[src/rtl/down_timer.sv]
// Loadable down-counting timer / frequency divider with one-shot and periodic modes.
// tc pulses when a running count is found at zero; div_out toggles on every tc.
module down_timer #(
    parameter int WIDTH = 8
) (
    input  logic             clk,
    input  logic             rst,
    input  logic             load,
    input  logic [WIDTH-1:0] load_val,
    input  logic             start,
    input  logic             stop,
    input  logic             auto_reload,
    output logic [WIDTH-1:0] q,
    output logic             tc,
    output logic             div_out,
    output logic             busy,
    output logic             done
);

    localparam logic [1:0] IDLE = 2'd0;
    localparam logic [1:0] RUN  = 2'd1;
    localparam logic [1:0] DONE = 2'd2;

    logic [1:0]       state_reg, state_next;
    logic [WIDTH-1:0] q_reg, q_next;
    logic [WIDTH-1:0] reload_reg, reload_next;
    logic             tc_reg, tc_next;
    logic             div_reg, div_next;

    // Command priority: load > stop > start > counting. tc defaults low so it
    // can only ever be a single-cycle pulse unless a periodic N=0 re-arms it.
    always_comb begin
        state_next  = state_reg;
        q_next      = q_reg;
        reload_next = reload_reg;
        tc_next     = 1'b0;
        div_next    = div_reg;
        if (load) begin
            reload_next = load_val;
            q_next      = load_val;
            state_next  = IDLE;
        end else if (stop) begin
            state_next = IDLE;
        end else if (start && state_reg != RUN) begin
            if (state_reg == DONE) begin
                q_next = reload_reg;
            end
            state_next = RUN;
        end else if (state_reg == RUN) begin
            // Zero test comes before the decrement, so the count never wraps.
            if (q_reg == '0) begin
                tc_next  = 1'b1;
                div_next = ~div_reg;
                if (auto_reload) begin
                    q_next = reload_reg;
                end else begin
                    state_next = DONE;
                end
            end else begin
                q_next = q_reg - 1'b1;
            end
        end
    end

    always_ff @(posedge clk or negedge rst) begin
        if (!rst) begin
            state_reg  <= IDLE;
            q_reg      <= '0;
            reload_reg <= '0;
            tc_reg     <= 1'b0;
            div_reg    <= 1'b0;
        end else begin
            state_reg  <= state_next;
            q_reg      <= q_next;
            reload_reg <= reload_next;
            tc_reg     <= tc_next;
            div_reg    <= div_next;
        end
    end

    assign q       = q_reg;
    assign tc      = tc_reg;
    assign div_out = div_reg;
    assign busy    = (state_reg == RUN);
    assign done    = (state_reg == DONE);

endmodule

[config.mk]
export PLATFORM = sky130hd
export DESIGN_NAME = down_timer
export DESIGN_NICKNAME = d
export VERILOG_FILES = /design/src/rtl/down_timer.sv
export SDC_FILE = /design/constraint.sdc
export NUM_CORES = 1
export LEC_CHECK = 0
export CAP_MARGIN = 20
export CORE_MARGIN = 1.5
export CORE_UTILIZATION = 53
export DETAILED_ROUTE_END_ITERATION = 6
export DONT_BUFFER_PORTS = 1
export GPL_TIMING_DRIVEN = 0
export PLACE_DENSITY = 0.78
export SYNTH_ARGS = -nofsm -noshare
export SYNTH_HDL_FRONTEND = slang
export SYNTH_SLANG_ARGS = --single-unit
export TNS_END_PERCENT = 1
[constraint.sdc]
create_clock -name clk -period 2.1 [get_ports clk]
set_input_delay 0.315 -clock clk [delete_from_list [all_inputs] [get_ports clk]]
set_output_delay 0.315 -clock clk [all_outputs]
set_load 0.005 [all_outputs]
==> key figures <==
Run status
  – Status: completed

Power
  – Pleak: 0.534 nW
  – VDD IR-drop max: 0.391 mV
  – Flop pwr share: 0.592
  – Power Dens Cells: 679 nW/um^2
  – Clock power frac: 0.213
  – Internal power: 0.000569 W
  – Logic pwr share: 0.195
  – Sw Pwr: 0.000259 W
  – Net Sw Frac: 0.312

Final layout
  – Register area: 502 um^2
  – Ant. Diodes: 0
  – Finished Layout Cells: 144
  – Fillcell total: 174
  – Commonest non-fill, non-tap cell in the layout: dfrtp_1
  – Final #Nets: 135
  – Final instance area: 1220 um^2
  – Most frequent cells in the layout: dfrtp_1, nor2_1, o21ai_0, nand2_1, inv_1
  – Layout cells sized above 1: 0.171
  – Layout area overhead: 6.56%
  – Multi-input gate area: 604 um^2

Global route
  – Vias in the first global route: 821
  – Tot GR Track Use: 0.196
  – Largest net degree at the start of global routing: 21
  – First-pass GRT wire length: 3790 um
  – Initial antenna violation count: 0
  – Total gr overflow: 0

Yosys
  – Yosys top cell area share: 0.437
  – Seq/Total Area, Yosys: 0.437
  – Netlist cell types: 40
  – Post-synth net total: 129
  – Synth area leaders: dfrtp_1, mux2_2, o21ai_0
  – Syn Area/Cell: 10.1 um^2
  – Yosys warnings: 0
  – Synth Instances: 113
  – Mapped Area: 1140 um^2
  – Synth area leader: dfrtp_1
  – Flops & latches, synth: 20

Detailed routing
  – Residual DRC: 0
  – Vias per cell: 6.32
  – Final ANT Viol Nets: 0
  – Average wire per standard cell: 15.2 um
  – Routed Wire Length: 2180 um
  – Vias: 910
  – Detailed Routing Iterations Pass 1: 5
  – Initial DRC Count: 13

Setup path
  – Worst Path Max Fanout: 8
  – Crit path DAT: 2.18 ns
  – FF-to-FF path depth: 7
  – Crit start category: register
  – R2r setup slk: 0.14 ns
  – Setup CP Type: register to register
  – CP Data Required Time: 2.32 ns
  – Worst setup EP type: register

Timing
  – Setup violators final: 0
  – Clk_skew: 0.00351 ns
  – Final min period: 1.96 ns
  – Least-Margin Pin Slew: 0.889 ns
  – Final TNS setup: 0 ns
  – Highest clock rate: 509 MHz
  – Fin Hold WS: 0.168 ns
  – Relative slew margins: 0.406
  – Final Cycle Share: 0.935
  – Final Max Tran Viols: 0
  – Final hold vios: 0

Clocking
  – Total clock sinks: 20
  – CTS H-tree depth: 1
  – Clk_lat worst skew: 0.29 ns
  – CTS clk-pin slew, worst paths: 0.11 ns
  – Total CTS buffers: 3
  – Clk buf depth: 2
  – Root Driver: clkbuf_4
  – CTS tree: built

Floorplanning
  – Site row count: 16
  – CORE AREA: 2000 um^2
  – Die width: 49.5 um
  – Initial Util: 0.572
  – Ports: 26
  – DIE AREA: 2450 um^2
  – Die Span Y: 49.5 um

Place
  – Placed cell areas: 1180 um^2
  – Gpl congestion: 0.827
  – I/O Buffers: 0
  – Dpl cells: 140
  – Detailed Place HPWL: 1640 um

Min path
  – Hold/Removal Path Class: input pin to register
  – Hold Path Stages: 2

Flow run
  – Max cap viols: 0
worst max-delay path, stage by stage, from the launching register on:
cell and delay (ns):
dfrtp_1 0.48, inv_1 0.09, ha_1 0.23, nor4b_2 0.19, a221o_2 0.44, nor4_1 0.21, a221oi_1 0.08, o21ai_1 0.17
through the flow:
| stage | setup slack, ns | util | power (W) |
|---|---|---|---|
| final | 0.137 | 0.609 | 0.000828 |
| after global routing | -0.0213 | 0.609 | 0.000880 |
| after CTS | 0.0520 | 0.605 | 0.000832 |
| after detailed placement | 0.0662 | 0.589 | 0.000649 |
| after global placement | 0.109 | 0.589 | 0.000642 |
| after floorplan | 0.297 | - | 0.000611 |
synth_stat cells, drive strengths merged:
| master | count |
|---|---|
| o21ai | 12 |
| a21oi | 4 |
| o2111a | 1 |
| o31ai | 2 |
| ha | 2 |
| xor2 | 2 |
| or4 | 1 |
| a221o | 1 |
| nor3 | 3 |
| nor4 | 1 |
| o21ba | 1 |
| mux2i | 1 |
| nor3b | 2 |
| a22oi | 1 |
| mux2 | 6 |
| dfrtp | 20 |
| nor2b | 3 |
| nand3b | 1 |
| buf | 1 |
| a21o | 1 |
| inv | 7 |
| nand2b | 1 |
| o41ai | 1 |
| o2111ai | 1 |
| and4 | 1 |
| clkbuf | 2 |
| o211a | 3 |
| a221oi | 4 |
| o211ai | 2 |
| nor2 | 13 |
| a21boi | 1 |
| nand3 | 1 |
| and2 | 1 |
| a22o | 1 |
| nand2 | 7 |
| nor4b | 1 |
kinds of logic (layout without fill, tap and decap cells):
family / after synthesis / count (layout) / synth area share
AO/OA/AOI/OAI: 36 / 36 / 0.231
AND/OR/NAND/NOR: 36 / 36 / 0.183
flip-flops: 20 / 20 / 0.437
buffers and inverters: 10 / 14 / 0.0415
multiplexers: 7 / 7 / 0.0710
adder cells (fa/ha/maj): 2 / 2 / 0.0219
XOR/XNOR: 2 / 2 / 0.0153
power groups by stage:
stage / Clock [W] / Combinational (W) / Sequential (W)
floorplan: 0 / 0.000129 / 0.000481
global placement: 0 / 0.000148 / 0.000494
detailed placement: 0 / 0.000152 / 0.000497
CTS: 0.000180 / 0.000162 / 0.000490
global route: 0.000196 / 0.000185 / 0.000499
finish: 0.000176 / 0.000161 / 0.000490
metal layers:
metal / part of all wire / vias up / track usage
met5: 0 / - / 0
met4: 0.0060 / 0 / 0.0417
met3: 0.052 / 2 / 0.0364
met2: 0.50 / 24 / 0.345
met1: 0.44 / 457 / 0.252
li1: - / 427 / -
final timing paths:
kind | from | end
min in group asynchronous | rst | q[5]
max in group asynchronous | rst | q[0]
max reg2reg | q[1] | q[5]
min | load_val[1] | q[1]
min reg2reg | div_out | div_out
max | q[1] | q[5]
final cells by class:
type	instances	area share
timing repair buffer	1	0.00821
inverter	7	0.0236
buffer	3	0.0154
tap	27	0.0277
clock buffer	3	0.0185
multi-input combinational	83	0.495
sequential	20	0.411
repair_timing:
action                                 in CTS  in global routing
gates resized for setup                     0                  3
endpoints found under the hold margin      20                  0
setup endpoints to repair                   0                  5
hold buffers                                1                  0
buffers inserted                            0                  0
Note: power is estimated with default switching activity, not from simulation.
